--- src/rtl/immgen_pipe.sv ---
// Purpose: decode-stage immediate generator (I/S/B/U/J), sign-extended to XLEN, with format code and illegal flag.
// Latency: one cycle from accept to out_valid when empty; throughput one entry per cycle.
// Backpressure: SKID=1 holds up to two entries behind a registered in_ready; SKID=0 holds one with in_ready = !out_valid || out_ready.
//
// Ports:
//   clk, rst_n                   clock, asynchronous active-low reset
//   flush                        synchronous drop of every held entry (beats accept/retire)
//   in_valid/in_ready            upstream handshake; in_ins instruction, in_tag sideband (PC)
//   out_valid/out_ready          downstream handshake
//   out_imm/out_fmt/out_illegal  decoded immediate, format (0 NONE,1 I,2 S,3 B,4 U,5 J), bad opcode
//   out_ins/out_tag              instruction and tag travelling with the result
module immgen_pipe #(
  parameter int XLEN  = 32,
  parameter int TAG_W = 32,
  parameter int SKID  = 1
) (
  input  logic             clk,
  input  logic             rst_n,
  input  logic             flush,
  input  logic             in_valid,
  output logic             in_ready,
  input  logic [31:0]      in_ins,
  input  logic [TAG_W-1:0] in_tag,
  output logic             out_valid,
  input  logic             out_ready,
  output logic [XLEN-1:0]  out_imm,
  output logic [2:0]       out_fmt,
  output logic             out_illegal,
  output logic [31:0]      out_ins,
  output logic [TAG_W-1:0] out_tag
);

  typedef struct packed {
    logic [XLEN-1:0]  imm;
    logic [2:0]       fmt;
    logic             illegal;
    logic [31:0]      ins;
    logic [TAG_W-1:0] tag;
  } ent_t;

  localparam logic [2:0] FMT_NONE = 3'd0;
  localparam logic [2:0] FMT_I    = 3'd1;
  localparam logic [2:0] FMT_S    = 3'd2;
  localparam logic [2:0] FMT_B    = 3'd3;
  localparam logic [2:0] FMT_U    = 3'd4;
  localparam logic [2:0] FMT_J    = 3'd5;

  // Every format fits a 32-bit signed value whose sign sits at bit 31, so the
  // decode works at 32 bits and a signed width cast extends it to XLEN.
  logic signed [31:0] imm32;
  logic [2:0]         fmt_d;
  logic               ill_d;
  ent_t               in_ent;
  ent_t               main_q;
  logic               acc;
  logic               ret;

  always_comb begin
    imm32 = '0;
    fmt_d = FMT_NONE;
    ill_d = 1'b0;
    if (in_ins[1:0] != 2'b11) begin
      ill_d = 1'b1;
    end else begin
      case (in_ins[6:0])
        7'b0010011, 7'b0000011, 7'b1100111, 7'b1110011: begin
          fmt_d = FMT_I;
          imm32 = {{20{in_ins[31]}}, in_ins[31:20]};
        end
        7'b0100011: begin
          fmt_d = FMT_S;
          imm32 = {{20{in_ins[31]}}, in_ins[31:25], in_ins[11:7]};
        end
        7'b1100011: begin
          fmt_d = FMT_B;
          imm32 = {{19{in_ins[31]}}, in_ins[31], in_ins[7], in_ins[30:25], in_ins[11:8], 1'b0};
        end
        7'b0110111, 7'b0010111: begin
          fmt_d = FMT_U;
          imm32 = {in_ins[31:12], 12'b0};
        end
        7'b1101111: begin
          fmt_d = FMT_J;
          imm32 = {{11{in_ins[31]}}, in_ins[31], in_ins[19:12], in_ins[20], in_ins[30:21], 1'b0};
        end
        7'b0110011, 7'b0001111: begin
          fmt_d = FMT_NONE;
        end
        default: begin
          ill_d = 1'b1;
        end
      endcase
    end
  end

  assign in_ent.imm     = XLEN'(imm32);
  assign in_ent.fmt     = fmt_d;
  assign in_ent.illegal = ill_d;
  assign in_ent.ins     = in_ins;
  assign in_ent.tag     = in_tag;

  assign acc = in_valid && in_ready;
  assign ret = out_valid && out_ready;

  assign out_imm     = main_q.imm;
  assign out_fmt     = main_q.fmt;
  assign out_illegal = main_q.illegal;
  assign out_ins     = main_q.ins;
  assign out_tag     = main_q.tag;

  generate
    if (SKID != 0) begin : g_skid
      typedef enum logic [1:0] {EMPTY, ONE, TWO} state_t;

      state_t state_q, state_d;
      ent_t   skid_q;
      logic   rdy_q;
      logic   load_main, load_skid, pop_skid;

      always_comb begin
        state_d   = state_q;
        load_main = 1'b0;
        load_skid = 1'b0;
        pop_skid  = 1'b0;
        if (flush) begin
          state_d = EMPTY;
        end else begin
          case (state_q)
            EMPTY: begin
              if (acc) begin
                state_d   = ONE;
                load_main = 1'b1;
              end
            end
            ONE: begin
              if (acc && ret) begin
                load_main = 1'b1;
              end else if (acc) begin
                state_d   = TWO;
                load_skid = 1'b1;
              end else if (ret) begin
                state_d = EMPTY;
              end
            end
            TWO: begin
              if (ret) begin
                state_d  = ONE;
                pop_skid = 1'b1;
              end
            end
            default: state_d = EMPTY;
          endcase
        end
      end

      // in_ready is its own flop, computed from next state, so out_ready
      // never reaches fetch combinationally.
      always_ff @(posedge clk or negedge rst_n) begin
        if (!rst_n) begin
          state_q <= EMPTY;
          rdy_q   <= 1'b1;
          main_q  <= '0;
          skid_q  <= '0;
        end else begin
          state_q <= state_d;
          rdy_q   <= (state_d != TWO);
          if (load_main) begin
            main_q <= in_ent;
          end else if (pop_skid) begin
            main_q <= skid_q;
          end
          if (load_skid) begin
            skid_q <= in_ent;
          end
        end
      end

      assign out_valid = (state_q != EMPTY);
      assign in_ready  = rdy_q;
    end else begin : g_noskid
      logic valid_q;

      always_ff @(posedge clk or negedge rst_n) begin
        if (!rst_n) begin
          valid_q <= 1'b0;
          main_q  <= '0;
        end else if (flush) begin
          valid_q <= 1'b0;
        end else if (acc) begin
          valid_q <= 1'b1;
          main_q  <= in_ent;
        end else if (ret) begin
          valid_q <= 1'b0;
        end
      end

      assign out_valid = valid_q;
      assign in_ready  = !valid_q || out_ready;
    end
  endgenerate

endmodule

--- config.mk ---
export PLATFORM = sky130hd
export DESIGN_NAME = immgen_pipe
export DESIGN_NICKNAME = d
export VERILOG_FILES = /design/src/rtl/immgen_pipe.sv
export SDC_FILE = /design/constraint.sdc
export NUM_CORES = 1
export LEC_CHECK = 0
export BUFFER_PORTS_ARGS = -buffer_cell sky130_fd_sc_hd__buf_2
export CAP_MARGIN = 20
export CORE_MARGIN = 4
export CORE_UTILIZATION = 50
export DETAILED_ROUTE_END_ITERATION = 10
export PLACE_DENSITY = 0.88
export SLEW_MARGIN = 10
export SYNTH_ARGS = -nofsm -noshare
export SYNTH_HDL_FRONTEND = slang
export SYNTH_SLANG_ARGS = --single-unit
--- constraint.sdc ---
create_clock -name clk -period 1.7 [get_ports clk]
set_input_delay 0.17 -clock clk [delete_from_list [all_inputs] [get_ports clk]]
set_output_delay 0.17 -clock clk [all_outputs]
set_load 0.01 [all_outputs]
; ---- After elaboration in Yosys (flattened, before gate mapping)
; Index checks and enable logic that the tools add are counted.
[classes]
reduce_logical = 9
eq_ne = 15
n_mux = 25
[ops]
columns = cell, count
row1 = $mux W100, 2
row2 = $pmux W32 S5, 1
row3 = $mux W32, 1
row4 = $eq A7 B7 Y1 const B, 4
row5 = $eq A7 B6 Y1 const B, 3
row6 = $pmux W3 S5, 1
row7 = $eq A7 B5 Y1 const B, 2
row8 = $mux W2, 6
row9 = $mux W1, 11
row10 = $reduce_or A11 Y1, 1
row11 = $eq A7 B2 Y1 const B, 1
row12 = $eq A7 B4 Y1 const B, 1
row13 = $pmux W2 S3, 1
row14 = $ne A2 B2 Y1 const B, 2
row15 = $reduce_bool A2 Y1, 2
row16 = $reduce_or A4 Y1, 1
row17 = $logic_and A1 B1 Y1, 3
row18 = $mux W3, 1
row19 = $eq A2 B1 Y1 const B, 1
row20 = $eq A2 B2 Y1 const B, 1
row21 = $logic_not A2 Y1, 1
row22 = $pmux W1 S2, 1
row23 = $reduce_or A2 Y1, 1
[totals]
reg_bits = 203
out_inout_bits = 102
input_bits = 69
wordCells = 61

; ---- Longest topological paths before layout
[logic_depth]
word_depth = 8
mapped_depth = 8

; ---- Least setup slack after synthesis
; Ideal clock, no wire load.
[synth_path]
path_kind = register to register
startpoint = register g_skid.rdy_q (netlist: in_ready)
endpoint = register main_q (netlist bit out_imm[14])
period_less_slack_ns = 1.807
setup_time_ns = 0.134
path_stages_with_launch = 9
path_slack_ns = -0.107
arrival_time_ns = 1.673
path_cell_list = dfstp_2 > nand2_2 > nor4_2 > buf_4 > nor2_1 > buf_6 > buf_2 > a22oi_1 > nand3_1
[synth_between]
elab_chain_len = 6
elab_cells_between_ends = 8
classes_between = mux (5) / reduce/logical (3)
[synth_lines]
columns = element, line_no
row1 = "start, declared", 117  ; logic rdy_q;
row2 = "start signal, assigned", 166  ; rdy_q <= (state_d != TWO);
row3 = $logic_and A1 B1 Y1 (*), 102  ; assign acc = in_valid && in_ready;
row4 = $logic_and A1 B1 Y1, 136  ; if (acc && ret) begin
row5 = $mux W1, 136
row6 = $pmux W1 S2 (*), 128  ; case (state_q)
row7 = $mux W1 (*), 125  ; if (flush) begin
row8 = $mux W100 or $reduce_bool A2 Y1 (tied branches), -
row9 = "end signal, assigned", 168  ; main_q <= in_ent;
row10 = "end signal, assigned", 170  ; main_q <= skid_q;
row11 = "end, declared", 54  ; ent_t main_q;
; Every way passes the cells marked *; elsewhere a longest branch is shown, timed or not.
; A chain may end at the register's enable or synchronous reset.

; ---- Final worst setup path
[layout_path]
startpoint = register g_skid.rdy_q (netlist: in_ready)
endpoint = register main_q (netlist bit out_imm[29])
; Same word-level chain as after synthesis.

==> flow_summary.ini <==
[flow_run]
maxCapViolCount = 0

[cts]
cts_tree = built
cts_buffer_depth = 3
htreeDepth = 1
clk_latency_ns = 0.50
cts_sinks = 203
cts-root-buf = clkbuf_16
cts_made_buffers = 22
clk_pin_slew_ns = 0.06

[logic_synthesis]
synth-seq-cells = 203
synth_edf_count = 0
synth_area_per_cell_sq_um = 9.563
synth_top_area_cell = dfrtp_1
synthCells = 918
ys_seq_area_share_pct = 57.88
synthArstFlopShare_pct = 100.0
post-synth-top-count-cell = nand2_1
synth_area_sq_mm = 0.008778
syn_nets = 987
ys.flop_type = dfrtp_1
synth_warnings = 0
synthTopCellsByArea = dfrtp_1 (58%), nand2_1 (14%), mux2i_1 (5.9%)
synth_cell_types = 51
synth_top_area_share_pct = 57.58
synth.top_cells.by_count = nand2_1 (321), dfrtp_1 (202), o21ai_0 (85)

[drt]
ant_nets = 0
avgRoutedWirePerCell_um = 19.19
drc = 0
routed_via_density = 5.700
drtIter0Drc = 681
first_pass_iters = 7
num_vias = 8060
wl_mm = 27.13

[setup_path]
crit_type = register to register
endpoint_kind = register
required_ns = 2.13
crit_path_start_kind = register
worstPathMaxFanout = 4
worstPathArrival_ns = 2.25

[global_routing]
grt_usage_pct = 25.76
gr-total-overflow = 0
antenna_found_initial = 0
grt_pass1_wl_mm = 41.55
grt_pass1_vias = 7973
grt_max_degree = 55

[min_path]
hold_path_class = input pin to register

[timing]
worst_pin_slew_ns = 0.8849
rsz0062_at_grt = yes
slew_headroom_pct = 41.01
finalHoldViolCount = 0
final.setup_skew_ns = 0.01301
fin_ws_ns = -0.1191
finalCriticalPeriod_ns = 1.819
period_share_pct = 107.0
setup-violations-final = 11
fin_tns_setup_ns = -0.8044
drv_slew = 0
fmax_ghz = 0.5497

[placed_design]
dpl.hpwl_mm = 16.13
gp_congestion = 0.8943
portBuffers = 170
dp_cells = 1298

[power_and_ir_drop]
intPower_mw = 9.522
p_switching_mw = 3.698
p_clk_share_pct = 35.3
seqPwrFrac_pct = 47.4
pwr-share-comb_pct = 17.4
swShare_pct = 27.97
vdd_drop_max_mv = 0.8621
p_per_area_mw_per_mm2 = 1107
leakage_nw = 6.353

[floorplanning]
die_area_sq_mm = 0.01974
coreArea_sq_mm = 0.01724
initial_utilization_pct = 50.93
dieHeight_um = 140.5
rows = 48
die_w_um = 140.5
ioPinCount = 171

[layout]
synthToLayoutAreaGrowth_pct = 36.05
fillers = 1242
diodes = 0
drive_above_1_share_pct = 25.48
fin_cells = 1414
num-nets-final = 1247

[outcome]
violations = negative setup slack
status = complete, but fails checks
[stage by stage]
step	setup slack, ns	util, %	total power [mW]	cell area, sq um	hold WS [ns]
detailed placement	-0.1959	59.39	8.335	10240	0.1250
global route	-0.1674	69.29	13.85	11940	0.09284
global placement	-0.04606	59.39	8.176	10240	0.1202
CTS	-0.07273	67.77	13.15	11680	0.04371
finish	-0.1191	69.29	13.22	11940	0.05825
floorplan	-0.03885	-	7.329	8855	-0.1256
[power groups by stage]
stage / clock network [mW] / registers (mW) / logic [mW]
2_1_floorplan: 0 / 6.34 / 0.985
3_3_place_gp: 0 / 6.24 / 1.93
3_5_place_dp: 0 / 6.30 / 2.03
4_1_cts: 4.73 / 6.22 / 2.20
5_1_grt: 4.94 / 6.35 / 2.56
6_report: 4.66 / 6.26 / 2.30
[layout make-up]
type	count	area [sq um]	area share, %
Clock buffer	32	649.4	5.437
Clock inverter	3	42.54	0.3562
Inverter	3	11.26	0.09429
Multi-Input combinational cell	644	3486	29.19
Sequential cell	203	5082	42.56
Tap cell	225	281.5	2.357
Timing Repair Buffer	304	2390	20.01
[kinds of logic after synthesis]
group	share of synthesized area (%)
AOI/OAI and AO/OA	13.10
buffers and inverters	3.891
DFF	57.88
muxes	6.058
and+or+nand+nor	19.07
[per-layer routing]
layer  GRT usage (%)  share of wire [%]  vias up  wire (um)
li1                -                  -     3634          -
met4           8.924                3.3        0        891
met3           4.814                9.1       81       2464
met1           34.65                 39     3901      10470
met5               0                  0        -          0
met2           42.26                 49      444      13300
[worst max-delay path: stages, from the launching register on]
cell and delay (ns):
dfstp_2 0.56, nand2_4 0.07, or4_4 0.53, nor3_4 0.24
buf_4 0.19, a222oi_1 0.08, nand2_1 0.09
[path summary, 6_finish.rpt]
path                                  startpoint                 to  slack [ns]  depth (start not counted)
worst max register to register          in_ready        out_imm[29]       -0.12                          6
worst min register to register  g_skid.skid_q[5]   g_skid.skid_q[5]        0.47                          2
max in group asynchronous                  rst_n  g_skid.skid_q[41]        0.85                          3
worst max-delay path                    in_ready        out_imm[29]       -0.12                          6
worst min-delay path                   in_ins[4]         out_ins[4]        0.06                          4
min in group asynchronous                  rst_n  g_skid.skid_q[89]        0.16                          2
[flip-flops by register name, summed over array words and instances, names as in the netlist]
register	count
out_ins	32
out_illegal	1
out_imm	32
out_fmt	3
in_ready	1
g_skid.state_q	2
g_skid.skid_q	100
out_tag	32
[cells in the final DEF (no fill, tap or decap), types with 2 or more instances in the layout]
cell           synthesis  final
clkbuf_16              0     28
a221oi_2               0      4
nor2_4                 0      2
a22oi_1               30     21
a221o_1                2      2
o21bai_1               2      2
dfrtp_1              202    201
o21ai_0               85     76
bufbuf_16              0      2
a22oi_2                0      9
buf_6                  4      7
a222oi_1              14     14
and4b_1                2      2
nor2_1                35     34
nor3_1                 6      6
nor2b_1                2      2
mux2i_1               52     52
dlygate4sd3_1          0     63
o22ai_2                0      2
buf_2                 27    168
nand3_1               17     16
buf_12                 0     16
o21ai_1                0      9
clkbuf_8               0      5
and3b_1                2      2
a21oi_1               37     37
a21o_1                 2      2
inv_1                  3      3
nand4b_1               2      2
and2_1                 2      2
buf_4                  3     42
clkbuf_1              30      5
nand2_1              321    321
[timing repair]
item | 4_1_cts | 5_1_grt
gates cloned | 2 | 5
pin swaps | 6 | 5
buffers inserted | 5 | 6
hold buffers | 63 | 0
hold endpoints to repair | 325 | 0
resized for setup | 5 | 20
endpoints found under the setup margin | 80 | 143
Power figures use the tool's default switching activity.
